==> config.mk <==
export PLATFORM = sky130hd
export DESIGN_NAME = pipe_stage_hs_flat
export DESIGN_NICKNAME = d
export VERILOG_FILES = /design/src/rtl/pipe_stage_hs_pkg.sv /design/src/rtl/pipe_stage_hs_if.sv /design/src/rtl/pipe_stage_hs_entry.sv /design/src/rtl/pipe_stage_hs.sv /design/src/flat_wrapper.sv
export SDC_FILE = /design/constraint.sdc
export NUM_CORES = 1
export LEC_CHECK = 0
export CAP_MARGIN = 20
export CORE_MARGIN = 4
export CORE_UTILIZATION = 35
export CTS_BUF_LIST = sky130_fd_sc_hd__clkbuf_2 sky130_fd_sc_hd__clkbuf_4 sky130_fd_sc_hd__clkbuf_8
export CTS_CLUSTER_SIZE = 28
export DETAILED_ROUTE_END_ITERATION = 8
export PLACE_DENSITY = 0.74
export SKIP_LAST_GASP = 1
export SYNTH_ARGS = -nofsm -noshare
export SYNTH_HDL_FRONTEND = slang
export SYNTH_SLANG_ARGS = --single-unit
export TNS_END_PERCENT = 1
==> constraint.sdc <==
create_clock -name clk -period 3.15 [get_ports clk]
set_input_delay 0.4725 -clock clk [delete_from_list [all_inputs] [get_ports clk]]
set_output_delay 0.4725 -clock clk [all_outputs]
set_load 0.02 [all_outputs]
==> src/rtl/pipe_stage_hs_pkg.sv <==
// Shared RV32I pipeline constants used by the pipeline stage registers.
package riscv_pkg;

  localparam int unsigned XLEN   = 32;
  localparam logic [31:0] RV_NOP = 32'h0000_0013;  // ADDI x0,x0,0

endpackage

==> src/rtl/pipe_stage_hs_if.sv <==
// Valid/ready payload bus. The master drives data/valid, and the slave drives ready.
interface pipe_stage_hs_if #(
  parameter int unsigned BitWidth = riscv_pkg::XLEN
) ();

  logic [BitWidth-1:0] data;
  logic                valid;
  logic                ready;

  modport master (output data, output valid, input ready);
  modport slave  (input data, input valid, output ready);

endinterface

==> src/rtl/pipe_stage_hs_entry.sv <==
// Single pipeline entry: a payload flop and a valid flop.
// The payload reads NopValue whenever the entry is empty.
module pipe_skid_entry
  import riscv_pkg::*;
#(
  parameter int unsigned         BitWidth = XLEN,
  parameter logic [BitWidth-1:0] NopValue = BitWidth'(RV_NOP)
) (
  input  logic                clk,
  input  logic                rst,
  input  logic                i_load,
  input  logic                i_clear,
  input  logic [BitWidth-1:0] i_data,
  output logic [BitWidth-1:0] o_data,
  output logic                o_valid
);

  logic [BitWidth-1:0] r_data;
  logic                r_valid;

  // Clear wins over load, so a flush always leaves a NOP behind.
  always_ff @(posedge clk or negedge rst) begin
    if (!rst) begin
      r_data  <= NopValue;
      r_valid <= 1'b0;
    end else if (i_clear) begin
      r_data  <= NopValue;
      r_valid <= 1'b0;
    end else if (i_load) begin
      r_data  <= i_data;
      r_valid <= 1'b1;
    end
  end

  assign o_data  = r_data;
  assign o_valid = r_valid;

endmodule

==> src/rtl/pipe_stage_hs.sv <==
// Pipeline stage register with a valid/ready handshake, flush, and NOP bubbles.
// Define PIPE_STAGE_SKID_EN to add a skid entry and a registered in_ready.
module pipe_stage_hs
  import riscv_pkg::*;
#(
  parameter int unsigned         BitWidth = XLEN,
  parameter logic [BitWidth-1:0] NopValue = BitWidth'(RV_NOP)
) (
  input  logic              clk,
  input  logic              rst,
  input  logic              flush,
  pipe_stage_hs_if.slave    in_if,
  pipe_stage_hs_if.master   out_if
);

  logic                w_in_ready;
  logic                w_in_fire;
  logic                w_main_load;
  logic                w_main_clear;
  logic                w_main_valid;
  logic [BitWidth-1:0] w_main_din;
  logic [BitWidth-1:0] w_main_data;

  assign w_in_fire = in_if.valid && w_in_ready;

`ifdef PIPE_STAGE_SKID_EN
  logic                r_in_ready;
  logic                w_drain;
  logic                w_skid_load;
  logic                w_skid_clear;
  logic                w_skid_valid;
  logic [BitWidth-1:0] w_skid_data;

  // Main refills from skid first, which keeps order. in_ready is low while skid is full.
  assign w_in_ready   = r_in_ready;
  assign w_drain      = !w_main_valid || out_if.ready;
  assign w_main_load  = !flush && w_drain && (w_skid_valid || w_in_fire);
  assign w_main_clear = flush || (w_drain && !w_skid_valid && !w_in_fire);
  assign w_main_din   = w_skid_valid ? w_skid_data : in_if.data;
  assign w_skid_load  = !flush && !w_drain && w_in_fire;
  assign w_skid_clear = flush || (w_drain && w_skid_valid);

  pipe_skid_entry #(
    .BitWidth (BitWidth),
    .NopValue (NopValue)
  ) u_skid (
    .clk     (clk),
    .rst     (rst),
    .i_load  (w_skid_load),
    .i_clear (w_skid_clear),
    .i_data  (in_if.data),
    .o_data  (w_skid_data),
    .o_valid (w_skid_valid)
  );

  always_ff @(posedge clk or negedge rst) begin
    if (!rst) begin
      r_in_ready <= 1'b0;
    end else begin
      r_in_ready <= !(w_skid_load || (w_skid_valid && !w_skid_clear));
    end
  end
`else
  logic w_out_fire;

  assign w_out_fire   = w_main_valid && out_if.ready;
  assign w_in_ready   = rst && (out_if.ready || !w_main_valid);
  assign w_main_load  = !flush && w_in_fire;
  assign w_main_clear = flush || (w_out_fire && !w_in_fire);
  assign w_main_din   = in_if.data;
`endif

  pipe_skid_entry #(
    .BitWidth (BitWidth),
    .NopValue (NopValue)
  ) u_main (
    .clk     (clk),
    .rst     (rst),
    .i_load  (w_main_load),
    .i_clear (w_main_clear),
    .i_data  (w_main_din),
    .o_data  (w_main_data),
    .o_valid (w_main_valid)
  );

  assign in_if.ready  = w_in_ready;
  assign out_if.data  = w_main_data;
  assign out_if.valid = w_main_valid;

endmodule

==> src/flat_wrapper.sv <==
// flat-port wrapper written by rule: the top's interface ports become plain ports
module pipe_stage_hs_flat import riscv_pkg::*;
#(
  parameter int unsigned         BitWidth = XLEN,
  parameter logic [BitWidth-1:0] NopValue = BitWidth'(RV_NOP)
)
  (clk, rst, flush, in_if_data, in_if_valid, in_if_ready, out_if_data, out_if_valid, out_if_ready);
  pipe_stage_hs_if #(.BitWidth(BitWidth)) in_if_i ();
  pipe_stage_hs_if #(.BitWidth(BitWidth)) out_if_i ();
  input  logic clk;
  input  logic rst;
  input  logic flush;
  input wire logic [$bits(in_if_i.data)-1:0] in_if_data;
  input wire logic [$bits(in_if_i.valid)-1:0] in_if_valid;
  output wire logic [$bits(in_if_i.ready)-1:0] in_if_ready;
  output wire logic [$bits(out_if_i.data)-1:0] out_if_data;
  output wire logic [$bits(out_if_i.valid)-1:0] out_if_valid;
  input wire logic [$bits(out_if_i.ready)-1:0] out_if_ready;
  assign in_if_i.data = in_if_data;
  assign in_if_i.valid = in_if_valid;
  assign in_if_ready = in_if_i.ready;
  assign out_if_data = out_if_i.data;
  assign out_if_valid = out_if_i.valid;
  assign out_if_i.ready = out_if_ready;
  pipe_stage_hs #(.BitWidth(BitWidth), .NopValue(NopValue)) u_core (.clk(clk), .rst(rst), .flush(flush), .in_if(in_if_i), .out_if(out_if_i));
endmodule
# == Word-level counts from Yosys, hierarchy flattened ==
# Cells that the tools add are included.
# word_totals
ff_bits,33
latch_bits,0
mem_bits_rw,0
romBits,0
input_bits,37
n_memories,0
# op_classes
n_addsub,0
mul,0
div_mod_pow,0
n_lt_le_gt_ge,0
eq_ne,0
shifts,0
n_mux,4
bitwise,0
reduce_logical,11
# ops
operator,count
$mux W32,2
$logic_and A1 B1 Y1,5
$logic_not A1 Y1,3
$logic_or A1 B1 Y1,2
$mux W1,2
$reduce_bool A2 Y1,1

# == Depth between registers and ports, before layout ==
# depth
word_depth,8
ltp_mapped,5
depth_no_buf,3

# == Modules after synthesis ==
# From an unflattened synthesis, not the netlist that was laid out.
# unflattened
hier_cells,114
hier_area_um2,1413.9
# by_module_without_submodules
mod,n_inst,cells_per_inst,area_per_inst_um2,seq_area_each_um2
pipe_skid_entry,1,107,1370.1,829.5
pipe_stage_hs,1,7,43.8,0.0

# == Least setup slack after synthesis ==
# No wires, ideal clock.
# synth_timing
kind,register to output
start,register u_core.u_main.r_valid (netlist: u_core.u_main.o_valid)
end,output port in_if_ready
arrival_time_ns,1.129
required_time_ns,2.677
slack_ns,1.549
path_stages_with_launch,4
n_path_buf,1
cell_sequence,dfrtp_1 -> nand2b_1 -> clkbuf_1 -> and2_1
# synth_between
elab_chain_cells,3
# synth_lines
item,line,text
start: declaration,pipe_stage_hs_entry.sv:19,logic r_valid;
start signal: assignment,pipe_stage_hs_entry.sv:25,r_valid <= 1'b0;
start signal: assignment,pipe_stage_hs_entry.sv:28,r_valid <= 1'b0;
start signal: assignment,pipe_stage_hs_entry.sv:31,r_valid <= 1'b1;
$logic_not A1 Y1,pipe_stage_hs.sv:67,assign w_in_ready = rst && (out_if.ready || !w_main_valid);
$logic_or A1 B1 Y1,pipe_stage_hs.sv:67,
$logic_and A1 B1 Y1,pipe_stage_hs.sv:67,
end: declaration,flat_wrapper.sv:15,output wire logic [$bits(in_if_i.ready)-1:0] in_if_ready;
# Every way passes these cells.

# == Worst setup path after layout ==
# layout_timing
start,input port out_if_ready
end,output port in_if_ready
# layout_between
elab_chain_cells,2
# layout_lines
item,line,text
start: declaration,flat_wrapper.sv:18,input wire logic [$bits(out_if_i.ready)-1:0] out_if_ready;
$logic_or A1 B1 Y1,pipe_stage_hs.sv:67,
$logic_and A1 B1 Y1,pipe_stage_hs.sv:67,
# Every way passes these cells.

==> results.py <==
metrics = {
    "status": {
        "outcome": "finished clean",
    },
    "sta": {
        "worst_pin_slew_ns": 0.8000,
        "fin_crit_sh_pct": 77.49,
        "report.final.slew_viol_count": 0,
        "min_period_ns": 2.441,
        "fin_skew_ns": 0.003744,
        "max-slew-margin-rel_pct": 46.50,
        "setup_violations": 0,
        "rsz0062_at_grt": "false",
        "fmax_mhz": 409.7,
        "setup_slack_ns": 0.7091,
        "setup_tns_ns": 0,
        "finalHoldViolations": 0,
    },
    "cells_and_area": {
        "fin_area_um2": 2322,
        "final_util_pct": 57.23,
        "register_area_um2": 829.5,
        "layout-drive-gt1-share_pct": 11.17,
        "fin_nets": 242,
        "antennaDiodeCount": 0,
        "fillers": 332,
        "areaGrowthSynthToFinish_pct": 56.36,
        "multi_input_area_um2": 584.3,
    },
    "clocking": {
        "cts.sinks": 33,
        "clk_pin_slew_worst_paths_ns": 0.07,
        "numCtsBuffers": 5,
        "cts-root-buf": "clkbuf_8",
        "htreeDepth": 2,
        "post_cts_resized": 0,
        "clk_path_buf_depth": 2,
        "post_cts_buffers": 0,
        "ctsHoldBuffers": 0,
        "cts_tree": "done",
        "clk_latency_ns": 0.28,
    },
    "power_and_ir_drop": {
        "p_sw_share_pct": 24.26,
        "p_int_uw": 812.4,
        "combPwrFrac_pct": 18.2,
        "powerDensity_nw_per_um2": 461.9,
        "p_clk_share_pct": 39.0,
        "peakVddDrop_uv": 275.2,
        "seqPwrFrac_pct": 42.8,
        "p_switching_uw": 260.2,
        "leakagePower_uw": 0.0009124,
    },
    "synth": {
        "synthAdderAreaFrac_pct": 0,
        "synth_area_leaders": "dfrtp_1 (51%), nor4b_1 (8.3%), nand3_1 (7.1%), o21ai_0 (6.1%), a31o_1 (5.9%)",
        "synth_mux_area_share_pct": 0,
        "yosysUniqueCellTypes": 18,
        "synth.avg_cell_area_um2": 10.61,
        "synth_compound_area_share_pct": 21.15,
        "synth_top_cell_area_share_pct": 50.55,
        "syn_inst": 140,
        "yosys.area.top_type": "dfrtp_1",
        "synthesis.nets": 177,
        "synth_top_family_by_area": "compound AO/OA/AOI/OAI gates",
        "synth_seq_area_share_pct": 55.86,
        "ys_warn_count": 0,
        "synth_area_um2": 1485,
        "synth_xor_area_share_pct": 0,
        "ys_ff_latch": 33,
        "synth_common_cells": "dfrtp_1 (30), nand3_1 (21), o21ai_0 (18)",
        "async_flop_share_pct": 100.0,
        "synth-main-ff-cell": "dfrtp_1",
        "synth_edf_count": 0,
        "synthSimpleGateAreaFrac_pct": 18.20,
        "yosysMostFrequentCell": "dfrtp_1",
    },
    "route": {
        "drtIter0Drc": 86,
        "wl_mm": 4.683,
        "first_pass_iters": 4,
        "vias_per_cell": 5.563,
        "ant_nets": 0,
        "num_vias": 1424,
        "drc": 0,
        "wire_per_inst_um": 18.29,
    },
    "critical_path": {
        "critPathArrivalTime_ns": 1.97,
        "reg2reg_to": "u_core.u_main.o_data[31]",
        "r2r_cells": 3,
        "cpMaxStageDelayCell": "clkdlybuf4s50_1",
        "crit_path_frequent_cell": "clkdlybuf4s50_1",
        "worst_setup_path_start_kind": "primary input",
        "crit_chain": "clkdlybuf4s50_1 > nand2b_1 > and2_1 > clkdlybuf4s50_1",
        "critPathRequiredTime_ns": 2.68,
        "critPathKind": "in -> out",
        "slowest_delay_ns": 0.61,
        "r2r_setup_slack_ns": 1.47,
        "critPathMaxFanout": 4,
        "worstReg2RegStart": "u_core.u_main.o_valid",
        "cp-end-kind": "output pin",
    },
    "die": {
        "die_area_um2": 5349,
        "num_rows": 23,
        "io_pins": 71,
        "core_um2": 4058,
        "start_util_pct": 36.60,
        "die_y_um": 73.14,
        "die_width_um": 73.14,
    },
    "placement": {
        "hpwlAfterDp_mm": 3.291,
        "pre_cts_ws_ns": 0.7031,
        "dpl_cell_area_um2": 2202,
        "io_buffers": 70,
        "place_congestion": 0.7365,
    },
    "global_route": {
        "grt_overflow": 0,
        "grt_max_degree": 23,
        "grt_pass1_wl_mm": 7.672,
        "grt_use_total_pct": 18.82,
        "grt_pass1_vias": 1537,
        "antenna_found_initial": 0,
    },
    "flow_run": {
        "cap_violations": 0,
    },
    "min_path": {
        "hold_path.class": "in -> async",
    },
}
registers in the layout, indices dropped and copies added, names as in the netlist:
register               count
u_core.u_main.o_data      32
u_core.u_main.o_valid      1
worst max-delay path, delay by kind of cell:
family | cells | cell delay (ns)
AND/OR/NAND/NOR | 2 | 0.31
buffers and inverters | 2 | 1.19
cell usage in the layout, fill, tap and decap left out, types with 4 or more instances in the layout:
master           instances
clkdlybuf4s50_1         69
dfrtp_1                 30
nand3_1                 21
o21ai_0                 18
a21oi_1                 16
nor4b_1                 14
a31o_1                  10
clkbuf_8                 6
a31o_2                   5
buf_4                    4
worst max path at each step:
stage                                from  slack, ns  cells past startpoint                       end
floorplan           u_core.u_main.o_valid       1.55                      3               in_if_ready
global placement             out_if_ready       0.72                      4               in_if_ready
detailed placement            in_if_valid       0.70                      4  u_core.u_main.o_data[31]
CTS                          out_if_ready       0.71                      4               in_if_ready
global route                 out_if_ready       0.65                      4               in_if_ready
finish                       out_if_ready       0.71                      4               in_if_ready
power groups by stage:
stage / combinational [µW] / sequential, µW / clock (µW)
after CTS: 197 / 459 / 429
after global placement: 191 / 465 / 0
after detailed placement: 196 / 466 / 0
after global routing: 210 / 461 / 452
after floorplan: 58.0 / 491 / 0
final: 195 / 459 / 418
kinds of logic after synthesis:
group                  after synthesis
buffers and inverters               16
AOI/OAI and AO/OA                   50
and+or+nand+nor                     41
DFF                                 33
layout make-up:
class                   instances  area share, %
clock buffers                   7          3.879
clock inverters                 1          1.293
repair buffers                 74          31.25
flip-flops and latches         33          35.72
well taps                      50          2.694
multi-input cells              91          25.16
metal layers:
layer	share of wire, %	track usage [%]	vias to the layer above
met5	0	0	-
met4	0.96	5.738	0
met3	10	9.366	6
met2	49	29.69	59
met1	40	22.43	707
li1	-	-	652
stage by stage:
| step | cells | hold slack [ns] | total power, µW |
|---|---|---|---|
| 2_1_floorplan | 140 | 0.1769 | 549.1 |
| 3_3_place_gp | 248 | 0.3795 | 656.3 |
| 3_5_place_dp | 248 | 0.3916 | 662.5 |
| 4_1_cts | 256 | 0.08635 | 1085 |
| 5_1_grt | 256 | 0.08838 | 1124 |
| 6_report | 256 | 0.08147 | 1073 |
(Power assumes the default switching activity.)
